<file path="src/rtl/har_arbiter.sv">
// har_arbiter: round-robin front end that lets two requesters share one
// combinational classifier core. One request is outstanding at a time. The
// accepted feature vector is registered onto core_inp. It is held there while
// the core settles for LAT cycles. The class result is then captured and
// offered on a valid/ready response port.

module har_arbiter #(
  parameter int N   = 12,
  parameter int B   = 4,
  parameter int C   = 6,
  parameter int LAT = 2
) (
  input  logic                 clk,
  input  logic                 rst_n,
  input  logic                 req0_valid,
  input  logic [N*B-1:0]       req0_data,
  output logic                 req0_ready,
  input  logic                 req1_valid,
  input  logic [N*B-1:0]       req1_data,
  output logic                 req1_ready,
  output logic [N*B-1:0]       core_inp,
  input  logic [$clog2(C)-1:0] core_klass,
  output logic                 rsp_valid,
  input  logic                 rsp_ready,
  output logic                 rsp_id,
  output logic [$clog2(C)-1:0] rsp_klass,
  output logic                 rsp_err
);

  localparam int KW = $clog2(C);
  localparam int W  = N * B;
  localparam int CW = $clog2(LAT + 1);

  // Counter value seen on the edge where the core has settled for LAT cycles.
  localparam logic [CW-1:0] LastCount  = CW'(LAT - 1);
  // One extra bit so that a power-of-two C still compares correctly.
  localparam logic [KW:0]   ClassLimit = (KW + 1)'(C);

  typedef enum logic [1:0] {
    IDLE = 2'd0,
    WAIT = 2'd1,
    RESP = 2'd2
  } state_e;

  state_e          state_q, state_d;
  logic [CW-1:0]   count_q, count_d;
  logic            lastGnt_q, lastGnt_d;
  logic [W-1:0]    coreInp_q, coreInp_d;
  logic            rspId_q, rspId_d;
  logic [KW-1:0]   rspKlass_q, rspKlass_d;
  logic            rspErr_q, rspErr_d;

  logic            isIdle;
  logic            pick1;
  logic            accept;
  logic            klassOutOfRange;

  assign isIdle          = (state_q == IDLE);
  assign klassOutOfRange = ({1'b0, core_klass} >= ClassLimit);

  // Choose requester 1 when it asks alone, or on a tie when requester 0 won last.
  always_comb begin
    pick1 = req1_valid;
    if (req0_valid && req1_valid) begin
      pick1 = ~lastGnt_q;
    end
  end

  assign req0_ready = isIdle && req0_valid && !pick1;
  assign req1_ready = isIdle && req1_valid && pick1;
  assign accept     = req0_ready || req1_ready;

  assign core_inp  = coreInp_q;
  assign rsp_valid = (state_q == RESP);
  assign rsp_id    = rspId_q;
  assign rsp_klass = rspKlass_q;
  assign rsp_err   = rspErr_q;

  // Next-state and datapath updates for the IDLE -> WAIT -> RESP transaction.
  always_comb begin
    state_d    = state_q;
    count_d    = count_q;
    lastGnt_d  = lastGnt_q;
    coreInp_d  = coreInp_q;
    rspId_d    = rspId_q;
    rspKlass_d = rspKlass_q;
    rspErr_d   = rspErr_q;

    case (state_q)
      IDLE: begin
        if (accept) begin
          coreInp_d = pick1 ? req1_data : req0_data;
          rspId_d   = pick1;
          lastGnt_d = pick1;
          count_d   = '0;
          state_d   = WAIT;
        end
      end

      WAIT: begin
        count_d = count_q + CW'(1);
        if (count_q == LastCount) begin
          rspKlass_d = core_klass;
          rspErr_d   = klassOutOfRange;
          state_d    = RESP;
        end
      end

      RESP: begin
        if (rsp_ready) begin
          state_d = IDLE;
        end
      end

      default: begin
        state_d = IDLE;
      end
    endcase
  end

  // State register. Reset abandons any transaction in flight.
  always_ff @(posedge clk or negedge rst_n) begin
    if (!rst_n) begin
      state_q    <= IDLE;
      count_q    <= '0;
      lastGnt_q  <= 1'b1;
      coreInp_q  <= '0;
      rspId_q    <= 1'b0;
      rspKlass_q <= '0;
      rspErr_q   <= 1'b0;
    end else begin
      state_q    <= state_d;
      count_q    <= count_d;
      lastGnt_q  <= lastGnt_d;
      coreInp_q  <= coreInp_d;
      rspId_q    <= rspId_d;
      rspKlass_q <= rspKlass_d;
      rspErr_q   <= rspErr_d;
    end
  end

endmodule

</file>
<file path="config.mk">
export PLATFORM = sky130hd
export DESIGN_NAME = har_arbiter
export DESIGN_NICKNAME = d
export VERILOG_FILES = /design/src/rtl/har_arbiter.sv
export SDC_FILE = /design/constraint.sdc
export NUM_CORES = 1
export LEC_CHECK = 0
export ABC_AREA = 1
export ABC_CLOCK_PERIOD_IN_PS = 1450
export CAP_MARGIN = 20
export CORE_AREA = 2 2 83 101
export CTS_CLUSTER_SIZE = 24
export DETAILED_ROUTE_END_ITERATION = 12
export DIE_AREA = 0 0 85 103
export GPL_TIMING_DRIVEN = 1
export PLACE_DENSITY = 0.83
export SLEW_MARGIN = 30
export SYNTH_ARGS = -nofsm -noshare
export SYNTH_HDL_FRONTEND = slang
export SYNTH_SLANG_ARGS = --single-unit
</file>
<file path="constraint.sdc">
create_clock -name clk -period 1.45 [get_ports clk]
set_input_delay 0.29 -clock clk [delete_from_list [all_inputs] [get_ports clk]]
set_output_delay 0.29 -clock clk [all_outputs]
set_load 0.1 [all_outputs]
</file>
==> run_results.csv <==
group,metric,value,unit
run_status,outcome,"finished, violations left",
run_status,violations,"setup timing",
detailed_routing,wl_met3,674,um
critical_path,required,1.16,ns
detailed_routing,wirelength,10450,um
synth,synth_cell_types,21,
global_routing,grt_pass1_vias,3335,
synth,yosys_warnings,0,
timing,finalWorstSetupSlack,-0.1954,ns
cts,cts.path.max_buffers,2,
critical_path,arrival,1.36,ns
critical_path,r2r_setup_slack,0.02,ns
die,pin_count,160,
final_layout,area_delta_synth_final,91.52,%
critical_path,rr_startpoint,"lastGnt_q$_DFFE_PN1P_",
timing,rsz0062_at_grt,"yes",
detailed_routing,top_layer_used,"met4",
place,dp_hpwl,7459,um
timing,timing.fmax,0.6078,GHz
timing,tns,-0.4053,ns
die,fp-row-count,36,
critical_path,cp_max_fo,4,
place,place_congestion,0.7771,
synth,synthesis.nets,521,
final_layout,diodes,0,
detailed_routing,drtAntennaViolNets,0,
final_layout,final_layout_size_suffix_gt1_share,19.05,%
global_routing,gr-total-overflow,0,
synth,syn_avg_cell_area,7.237,um^2
global_routing,antenna_found_initial,0,
final_layout,nets,688,
final_layout,fillers,541,
cts,cts_buffers,9,
critical_path,crit_path_end_kind,"output port",
timing,setup_violations,3,
die,die_h,103,um
die,core_area,7883,um^2
timing,post-route-min-period,1.645,ns
die,initial_utilization,38.19,%
detailed_routing,dr.first_iter.drc_count,138,
global_routing,grt_max_degree,59,
synth,synthCells,416,
timing,hold_violations,0,
global_routing,grt_first_pass_wirelength,15570,um
cts,clock_latency,0.33,ns
detailed_routing,route.met2.wl,5637,um
synth,ys_ff_latch,58,
critical_path,worstSetupPathType,"reg2out",
synth,syn_area,3010,um^2
cts,cts_num_sinks,58,
critical_path,r2r_end,"core_inp[22]$_DFFE_PN0P_",
critical_path,reg2reg_depth,8,
die,dieArea,8755,um^2
min_path,min_path_type,"in2async",
cts,cts_tree,"built",
timing,finClkSkew,0.005838,ns
timing,slew-limit-headroom,79.16,%
detailed_routing,drc_errors,0,
detailed_routing,via_per_inst,4.985,
timing,maxSlewViolCount,0,
cts,cts.htree.levels,3,
final_layout,final_cell_mix,"210 x nand2_1, 101 x clkdlybuf4s50_1, 97 x nand3_1",
detailed_routing,met1_length,3932,um
global_routing,grt_usage,22.64,%
die,die_x,85,um
detailed_routing,first_pass_iters,4,
detailed_routing,wire_per_inst,15.30,um
flow_run,max_cap_violations,0,
cts,cts-root-buf,"clkbuf_8",
critical_path,worstSetupStartpointType,"flop",
timing,min_period_over_period,113.5,%
place,port_buffers,159,
critical_path,crit_path_start,"lastGnt_q$_DFFE_PN1P_",
final_layout,layout_commonest_cell,"nand2_1",
synth,synth_seq_area_share,48.25,%
timing,worst_pin_slew,0.3126,ns
detailed_routing,route.vias.total,3405,
cts,clkTransAtPathRegs,0.07,ns
[stage by stage]
stage | instance area, um^2 | hold slack (ns) | utilization (%) | std cells | worst slack, ns
2_1_floorplan | 3042 | -0.005591 | - | 416 | -0.2053
3_3_place_gp | 5305 | 0.3176 | 67.30 | 658 | -0.2198
3_5_place_dp | 5305 | 0.3151 | 67.30 | 658 | -0.2919
4_1_cts | 5605 | 0.4862 | 71.11 | 679 | -0.2019
5_1_grt | 5766 | 0.5047 | 73.14 | 683 | -0.2431
6_report | 5766 | 0.4927 | 73.14 | 683 | -0.1954
[metal layers]
metal	vias up	global-route usage, %
met5	-	0
met4	0	8.425
met3	18	5.845
met2	125	41.59
met1	1591	25.22
li1	1671	-
[cell families (layout without fill, tap and decap cells)]
group	after synthesis	in the layout	synth area share (%)
buf+inv	35	207	5.943
compound gates	4	4	0.8311
simple gates	318	318	44.56
fa+ha+maj	1	1	0.4156
flops	58	58	48.25
[Yosys cell counts, drive strengths merged]
master / instances / area (um^2)
a21oi: 1 / 5.000
nor2: 2 / 10.01
dfrtp: 57 / 1426
o31ai: 1 / 7.510
clkbuf: 7 / 26.28
ha: 1 / 12.51
o21ai: 1 / 5.000
buf: 24 / 137.6
dfstp: 1 / 26.28
or2: 2 / 12.51
inv: 4 / 15.01
nand4: 2 / 12.51
o211ai: 1 / 7.510
nand2: 214 / 810.8
nand3: 98 / 495.5
[worst max path at each step]
stage / to / slack (ns) / cells past startpoint
finish: req1_ready / -0.20 / 4
CTS: req0_ready / -0.20 / 4
detailed placement: core_inp[19]$_DFFE_PN0P_ / -0.29 / 8
floorplan: req0_ready / -0.21 / 4
global route: req1_ready / -0.24 / 4
global placement: core_inp[0]$_DFFE_PN0P_ / -0.22 / 8
[timing repair]
action,4_1_cts,5_1_grt
hold endpoints to repair,57,0
setup endpoints to repair,5,54
hold buffers,1,0
pin swaps,2,2
setup buffers,4,0
gates cloned,0,4
gates resized for setup,9,14
[registers in the layout (all words and copies together) (netlist names)]
signal	flops
state_q	2
lastGnt_q	1
rsp_id	1
count_q	2
rsp_err	1
rsp_klass	3
core_inp	48
[worst max-delay path: stages, from the launching register on]
cell        delay [ns]
dfstp_2           0.57
nand2_4           0.09
nand3_4           0.09
clkinvlp_4        0.10
buf_12            0.17
[area by class of cell]
| type | count | area (um^2) | area share (%) |
|---|---|---|---|
| timing repair buffer | 187 | 2515 | 43.62 |
| sequential | 58 | 1453 | 25.20 |
| multi-input combinational | 323 | 1441 | 25.00 |
| clock buffer | 11 | 141.4 | 2.452 |
| tap | 95 | 118.9 | 2.062 |
| clock inverter | 5 | 77.57 | 1.345 |
| inverter | 4 | 18.77 | 0.3255 |
Power is not shown: default switching activity piles up to over one toggle a cycle in this logic, so the estimate is an artifact.
